$ cat src/rtl/gf_pkg.sv
// Shared GF(2^8) widths, power-code/symbol types and the MAC state encoding.
package gf_pkg;
    localparam int GF_W     = 8;
    localparam int GF_ORDER = 255;

    typedef logic [GF_W-1:0] pow_t;
    typedef logic [GF_W-1:0] sym_t;

    // Power code 0 stands for the zero element, k>0 for alpha^(k-1).
    localparam pow_t POW_ZERO = '0;

    typedef enum logic [1:0] {
        ST_IDLE,
        ST_ACC,
        ST_FLUSH,
        ST_HOLD
    } state_e;
endpackage

$ cat src/rtl/gf_pow_add.sv
// Multiplies two power-coded field elements by adding exponents mod the group order.
module gf_pow_add #(
    parameter int GF_W     = gf_pkg::GF_W,
    parameter int GF_ORDER = gf_pkg::GF_ORDER
) (
    input  logic [GF_W-1:0] a_pow_i,
    input  logic [GF_W-1:0] b_pow_i,
    output logic [GF_W-1:0] rom_addr_o
);
    import gf_pkg::*;

    logic [GF_W:0] sum_raw;
    logic [GF_W:0] sum_red;

    always_comb begin
        // Both codes carry a +1 offset, so strip two before the single reduction.
        sum_raw = {1'b0, a_pow_i} + {1'b0, b_pow_i} - (GF_W+1)'(2);
        sum_red = sum_raw;
        if (sum_raw >= (GF_W+1)'(GF_ORDER)) begin
            sum_red = sum_raw - (GF_W+1)'(GF_ORDER);
        end
        if (a_pow_i == GF_W'(POW_ZERO) || b_pow_i == GF_W'(POW_ZERO)) begin
            rom_addr_o = '0;
        end else begin
            rom_addr_o = sum_red[GF_W-1:0] + GF_W'(1);
        end
    end
endmodule

$ cat src/rtl/gf_pow_mac.sv
// Streaming GF dot-product: each term pair is multiplied via an external antilog ROM
// and XOR-accumulated; the sum and term count are presented per vector.
module gf_pow_mac #(
    parameter int GF_W     = gf_pkg::GF_W,
    parameter int GF_ORDER = gf_pkg::GF_ORDER
) (
    input  logic            clk,
    input  logic            rst_n,
    input  logic            in_valid,
    output logic            in_ready,
    input  logic [GF_W-1:0] a_pow,
    input  logic [GF_W-1:0] b_pow,
    input  logic            in_last,
    output logic            rom_re,
    output logic [GF_W-1:0] rom_addr,
    input  logic [GF_W-1:0] rom_data,
    output logic            out_valid,
    input  logic            out_ready,
    output logic [GF_W-1:0] out_sum,
    output logic [GF_W-1:0] out_terms
);
    import gf_pkg::*;

    state_e          state_q;
    logic [GF_W-1:0] acc_q, acc_d;
    logic [GF_W-1:0] cnt_q, cnt_d;
    logic            rd_q;
    logic            last_q;
    logic            out_valid_q;
    logic [GF_W-1:0] out_sum_q;
    logic [GF_W-1:0] out_terms_q;
    logic            accept;

    gf_pow_add #(
        .GF_W     (GF_W),
        .GF_ORDER (GF_ORDER)
    ) u_pow_add (
        .a_pow_i    (a_pow),
        .b_pow_i    (b_pow),
        .rom_addr_o (rom_addr)
    );

    // FLUSH means the last term's ROM read is in flight; no new term may enter.
    assign in_ready = rst_n & (state_q != ST_FLUSH) & (~out_valid_q | out_ready);
    assign accept   = in_valid & in_ready;
    assign rom_re   = accept;

    always_comb begin
        acc_d = acc_q;
        cnt_d = cnt_q;
        if (rd_q) begin
            acc_d = acc_q ^ rom_data;
        end
        if (accept && cnt_q != {GF_W{1'b1}}) begin
            cnt_d = cnt_q + GF_W'(1);
        end
        if (last_q) begin
            acc_d = '0;
            cnt_d = '0;
        end
    end

    always_ff @(posedge clk or negedge rst_n) begin
        if (!rst_n) begin
            state_q     <= ST_IDLE;
            acc_q       <= '0;
            cnt_q       <= '0;
            rd_q        <= 1'b0;
            last_q      <= 1'b0;
            out_valid_q <= 1'b0;
            out_sum_q   <= '0;
            out_terms_q <= '0;
        end else begin
            acc_q  <= acc_d;
            cnt_q  <= cnt_d;
            rd_q   <= accept;
            last_q <= accept & in_last;

            if (out_valid_q && out_ready) begin
                out_valid_q <= 1'b0;
            end
            if (last_q) begin
                out_sum_q   <= acc_q ^ rom_data;
                out_terms_q <= cnt_q;
                out_valid_q <= 1'b1;
            end

            case (state_q)
                ST_IDLE, ST_ACC: begin
                    if (accept) state_q <= in_last ? ST_FLUSH : ST_ACC;
                end
                ST_FLUSH: state_q <= ST_HOLD;
                ST_HOLD: begin
                    if (accept)         state_q <= in_last ? ST_FLUSH : ST_ACC;
                    else if (out_ready) state_q <= ST_IDLE;
                end
                default: state_q <= ST_IDLE;
            endcase
        end
    end

    assign out_valid = out_valid_q;
    assign out_sum   = out_sum_q;
    assign out_terms = out_terms_q;
endmodule
$ cat config.mk
export PLATFORM = sky130hd
export DESIGN_NAME = gf_pow_mac
export DESIGN_NICKNAME = d
export VERILOG_FILES = /design/src/rtl/gf_pkg.sv /design/src/rtl/gf_pow_add.sv /design/src/rtl/gf_pow_mac.sv
export SDC_FILE = /design/constraint.sdc
export NUM_CORES = 1
export LEC_CHECK = 0
export CORE_MARGIN = 2
export CORE_UTILIZATION = 52
export DETAILED_ROUTE_END_ITERATION = 12
export GPL_TIMING_DRIVEN = 0
export HOLD_SLACK_MARGIN = 0.12
export PLACE_DENSITY = 0.8
export SYNTH_ARGS = -nofsm -noshare
export SYNTH_HDL_FRONTEND = slang
export SYNTH_SLANG_ARGS = --single-unit
export TNS_END_PERCENT = 30
$ cat constraint.sdc
create_clock -name clk -period 4.93 [get_ports clk]
set_input_delay 0.493 -clock clk [delete_from_list [all_inputs] [get_ports clk]]
set_output_delay 0.493 -clock clk [all_outputs]
set_load 0.1 [all_outputs]
==> Word level (Yosys, flattened, before mapping) <==
Index checks and enable logic that the tools add are counted.
{ "word_totals": {"input_bits": 29, "reg_bits": 37, "ramBits": 0, "elab_cells": 52, "latchBits": 0, "rom_bits": 0, "memories": 0} }
{ "classes": {"n_mux": 13, "addsub": 5, "eq_ne": 7, "n_shift": 0, "n_lt_le_gt_ge": 1, "multipliers": 0, "n_reduce_logical": 11, "n_bitwise": 7, "div_mod_pow": 0} }
{ "ops": {"columns": ["cell", "n"], "rows": [
  ["$mux 8", 6],
  ["$add 8x1->8 const B", 2],
  ["$logic_not 8->1", 2],
  ["$add 8x8->9", 1],
  ["$ge 9x8->1 const B", 1],
  ["$sub 9x2->9 const B", 1],
  ["$mux 2", 4],
  ["$ne 8x8->1 const B", 1],
  ["$sub 8x8->8 const B", 1],
  ["$xor 8x8->8", 1],
  ["$pmux 2 s3", 1],
  ["$reduce_bool 2->1", 3],
  ["$and 1x1->1", 4],
  ["$eq 2x2->1 const B", 2],
  ["$ne 2x2->1 const B", 2],
  ["$ne 3x3->1 const B", 1],
  ["$eq 2x1->1 const B", 1],
  ["$logic_and 1x1->1", 2],
  ["$logic_not 2->1", 1],
  ["$mux 1", 2],
  ["$reduce_and 2->1", 1],
  ["$reduce_or 2->1", 1],
  ["$logic_or 1x1->1", 1],
  ["$not 1->1", 1],
  ["$or 1x1->1", 1]
]} }

==> Logic depth before layout (Yosys ltp) <==
{ "depth": {"word_depth": 7, "ltp_mapped": 16} }

==> Hierarchy <==
From an unflattened synthesis, not the netlist that was laid out.
{ "unflattened": {"hier_cells": 314, "hier_area_um2": 2717.6} }
{ "modules_own_cells": {"columns": ["mod", "area_each_um2", "n_inst", "cells_each", "seq_area_each_um2"], "rows": [
  ["gf_pow_mac", 1614.0, 1, 148, 925.9],
  ["gf_pow_add", 1103.6, 1, 166, 0.0]
]} }

==> Worst setup path after synthesis <==
No wires, ideal clock.
{ "synth_path": {"path_kind": "input -> output", "start": "in a_pow[1]", "end": "out rom_addr[4]", "slack_ns": -0.801, "arrival_time_ns": 5.238, "path_buffers": 0, "stages": 16, "required_ns": 4.437, "cell_sequence": "inv_1 > ha_1 > inv_1 > ha_1 > inv_1 > fa_1 > nand2b_1 > a2111oi_1 > a211o_1 > and4_4 > nor2_1 > xnor2_1 > ha_1 > or4b_4 > a22oi_1 > mux2i_1"} }
{ "synth_between": {"elab_chain_len": 6, "word_cells_on_any_way": 9, "cone_classes": "add/sub: 4; order compare: 1; mux: 2; reduce/logical: 2"} }
{ "synth_rtl": {"columns": ["item", "line", "rtl"], "rows": [
  ["from (decl)", "gf_pow_mac.sv:11", "input logic [GF_W-1:0] a_pow,"],
  ["$add 8x8->9", "gf_pow_add.sv:17", "sum_raw = {1'b0, a_pow_i} + {1'b0, b_pow_i} - (GF_W+1)'(2);"],
  ["$sub 9x2->9", "gf_pow_add.sv:17", null],
  ["$sub 8x8->8 or $ge 9x8->1 (tied branches)", "gf_pow_add.sv:20, gf_pow_add.sv:19", null],
  ["$mux 8", "gf_pow_add.sv:19", "if (sum_raw >= (GF_W+1)'(GF_ORDER)) begin"],
  ["$add 8x1->8", "gf_pow_add.sv:25", "rom_addr_o = sum_red[GF_W-1:0] + GF_W'(1);"],
  ["$mux 8 (*)", "gf_pow_add.sv:22", "if (a_pow_i == GF_W'(POW_ZERO) || b_pow_i == GF_W'(POW_ZERO)) begin"],
  ["to (decl)", "gf_pow_mac.sv:15", "output logic [GF_W-1:0] rom_addr,"]
]} }
Mark *: on every way between the ends. The rest lies on a longest branch, timed or not.

==> Worst setup path in the final report <==
{ "layout_path": {"start": "in a_pow[4]", "end": "out rom_addr[6]"} }
Same word-level chain as after synthesis.

==> out/results.tsv <==
stage	metric	value	unit
setup_path	crit path launch type	input port	
run_status	outcome	finished, final reports clean	
sta	worst hold margin	285	ps
sta	Slew Viols, Final	0	
placed_design	routability congestion estimate	0.874	
synth	Synth Area in Adders	8.61	%
synth	largest family of logic cells by synthesized area	simple AND/OR/NAND/NOR gates	
setup_path	end of the critical path	rom_addr[6]	
pwr	Internal	0.000931	W
final_layout	synth-to-layout area growth	38.5	%
pwr	switching share of total power	54.2	%
setup_path	CP max FO	5	
detailed_routing	DRC	0	
detailed_routing	WL/cell	16.9	microns
setup_path	Crit. Startpoint	a_pow[4]	
synth	Synth Area in Simple Gates	20.8	%
floorplan	Die Wd	78.0	microns
synth	Synth Area in XOR/XNOR	7.38	%
worst_hold_path	hold crit path type	in -> async	
setup_path	worst reg2reg path endpoint	cnt_q[5]	
floorplan	Core Box Area	5200	sq um
setup_path	WP data required	4440	ps
synth	Synth Area per Inst	8.74	sq um
detailed_routing	Initial DRC Count	220	
final_layout	share of layout cells above drive strength 1	21.8	%
synth	top cells by area, synth	dfrtp_1, ha_1, inv_1	
sta	Layout Skew	7.09	ps
pwr	worst vdd ir	0.000499	V
final_layout	Layout Nets	452	
final_layout	area of the multi-input gates	1990	sq um
final_layout	ant diodes	0	
placed_design	number of port buffers	55	
clock_network	clock-pin slew on the worst setup and hold paths	70	ps
synth	Synth warnings	0	
floorplan	Starting Density	54.7	%
clock_network	CTS buffer count	5	
sta	Fmax achieved	207	MHz
pwr	Pleak	1.78	nW
synth	dominant cell type by area after synthesis	dfrtp_1	
clock_network	clk_lat worst skew	290	ps
global_routing	GRT overflow	0	
clock_network	TritonCTS clock tree	yes	
setup_path	setup slack, reg-to-reg	2890	ps
final_layout	most frequent cells in the layout	dfrtp_1, clkdlybuf4s50_1, inv_1, nor2_1, nand2_1	
synth	share of the synthesized area in compound gates (AO/OA/AOI/OAI)	19.5	%
detailed_routing	DR top layer	met4	
synth	share of the synthesized area in the top cell type	32.5	%
synth	Cell Area, Synth	2850	sq um
pwr	Flop pwr share	23.5	%
synth	Post-synth EDFFs	0	
final_layout	most common cell after layout, fill and taps aside	dfrtp_1	
sta	Final Hold Fails	0	
synth	Syn Inst Count	326	
final_layout	post-route cell area	3950	sq um
detailed_routing	met1 wire length	3020	microns
clock_network	Hold Buf Count CTS	0	
synth	syn_nets	374	
detailed_routing	Total Wirelength	8020	microns
pwr	Pwr per Cell Area	515	nW/um^2
floorplan	Die ar.	6090	sq um
synth	most common flop cell mapped by yosys	dfrtp_1	
sta	# setup viols final	0	
setup_path	crit path kind	in -> out	
detailed_routing	Met3 Wirelength	468	microns
pwr	combinational group share of total power	66.1	%
placed_design	DP HPWL	5000	microns
synth	Async SR Flop Fraction	100	%
sta	crit path time final	4830	ps
synth	Netlist cell types	58	
global_routing	GR Util All Layers	25.0	%
floorplan	Ports	56	
pwr	clock share of power	10.4	%
detailed_routing	routed length on met2	4320	microns
global_routing	number of global-route vias before repair	2727	
final_layout	Storage cell area	926	sq um
pwr	P_sw	0.00110	W
setup_path	Crit. End Element	primary output	
final_layout	fillcell total	367	
floorplan	Die Y	78.0	microns
detailed_routing	vias per cell	6.02	
global_routing	initial antenna violation count	0	
clock_network	Longest Clk Path Bufs	2	
synth	sequential fraction of the synthesis area	32.5	%
clock_network	Root Driver	clkbuf_8	
global_routing	pin count of the biggest net entering global routing	40	
detailed_routing	first-pass detailed-route iteration total	5	
global_routing	first-pass GRT wire length	12300	microns
detailed_routing	ANT nets after route	0	
job	Max-cap violations	0	
sta	Tcrit/Tclk final	98.0	%
setup_path	CP Data Arrival Time	4340	ps
placed_design	Placed Area	3490	sq um
sta	Slew @ Worst Pin	1010	ps
synth	post-synthesis mux area share	5.05	%
synth	Yosys reg bits	37	
sta	Slew HR	32.5	%
floorplan	row cnt	26	
setup_path	reg2reg path depth	7	
clock_network	H-tree levels	2	
setup_path	Reg-to-Reg Start	out_valid	
clock_network	CTS Sinks	37	
detailed_routing	via count	2855	
-- layout make-up --
cell class	count	share of cell area [%]
repair buffers	72	17.3
inverters	36	3.49
multi-input cells	245	50.5
well taps	70	2.22
clock buffers	7	2.19
plain buffers	7	0.856
flip-flops and latches	37	23.5
-- registers in the layout (all words and copies together) (netlist names) --
name,cells
acc_q,8
last_q,1
out_terms,8
out_valid,1
state_q,2
cnt_q,8
rd_q,1
out_sum,8
-- what timing repair did --
item / in CTS / in global routing
pin swaps: 15 / 14
gates cloned: 0 / 0
endpoints found under the setup margin: 8 / 7
buffers inserted: 13 / 4
gates resized for setup: 65 / 28
-- critical path: stages --
cell and delay, ps:
dlygate4sd2_1 220, inv_1 50, ha_1 270, inv_1 80, ha_4 200, buf_6 120
buf_4 130, o21ai_1 360, a21oi_1 160, a21oi_2 280, and4_4 320, nor2_4 50
mux2_4 200, ha_2 160, or4b_4 490, a211oi_4 240, mux2_4 330, buf_12 170
-- per-layer routing --
metal,up-vias,global-route usage (%)
met4,0,12.1
met3,28,3.79
met5,-,0
li1,1325,-
met1,1368,28.9
met2,134,45.1
-- logic make-up (layout without fill, tap and decap cells) --
logic type,count (synthesis),after routing
AO/OA/AOI/OAI,77,77
flip-flops,37,37
XOR/XNOR,24,24
AND/OR/NAND/NOR,112,112
buffers and inverters,44,122
adder cells (fa/ha/maj),19,19
multiplexers,13,13
-- through the flow --
step	cells	total power [W]	setup WS [ps]	TNS, ps	util, %
after floorplan	326	0.00141	-427	-740	-
final	474	0.00203	98.2	0	75.8
after CTS	471	0.00197	3.92	0	73.3
after detailed placement	451	0.00169	-1470	-6570	67.0
after global placement	451	0.00167	-1360	-6040	67.1
after global routing	474	0.00213	-59.6	-110	75.8
-- Yosys cell counts, drive strengths merged, types with 2 or more instances --
cell      n
nand2b    5
mux2     11
a21o      7
ha       18
o21a      3
buf       4
nor2b     3
inv      36
or3       6
a211o     3
xor2     13
o211ai    6
and4      3
nor4      7
nand3     5
xnor2    11
nor2     31
nand2    22
and3      5
clkbuf    4
nand3b    2
and2      4
nand4     7
dfrtp    37
a21oi    22
mux2i     2
o311a     3
nor3b     2
a2111oi   2
or2       2
a211oi    6
nor3      7
o21ai    12
-- power by group through the flow --
stage                     sequential (W)  combinational (W)  clock, W
after floorplan                 0.000797           0.000618         0
final                           0.000478            0.00134  0.000212
after detailed placement        0.000481            0.00121         0
after global routing            0.000491            0.00141  0.000227
after CTS                       0.000478            0.00128  0.000214
after global placement          0.000476            0.00119         0
-- worst min-delay path by stage --
stage / from / endpoint / slack [ps]
floorplan: rst_n / acc_q[0] / 200
global placement: out_terms[6] / out_terms[6] / 490
detailed placement: out_terms[6] / out_terms[6] / 490
CTS: rst_n / out_sum[2] / 310
global route: rst_n / out_sum[3] / 360
finish: rst_n / out_sum[3] / 280
No activity file was read; power rests on OpenSTA's default activity.
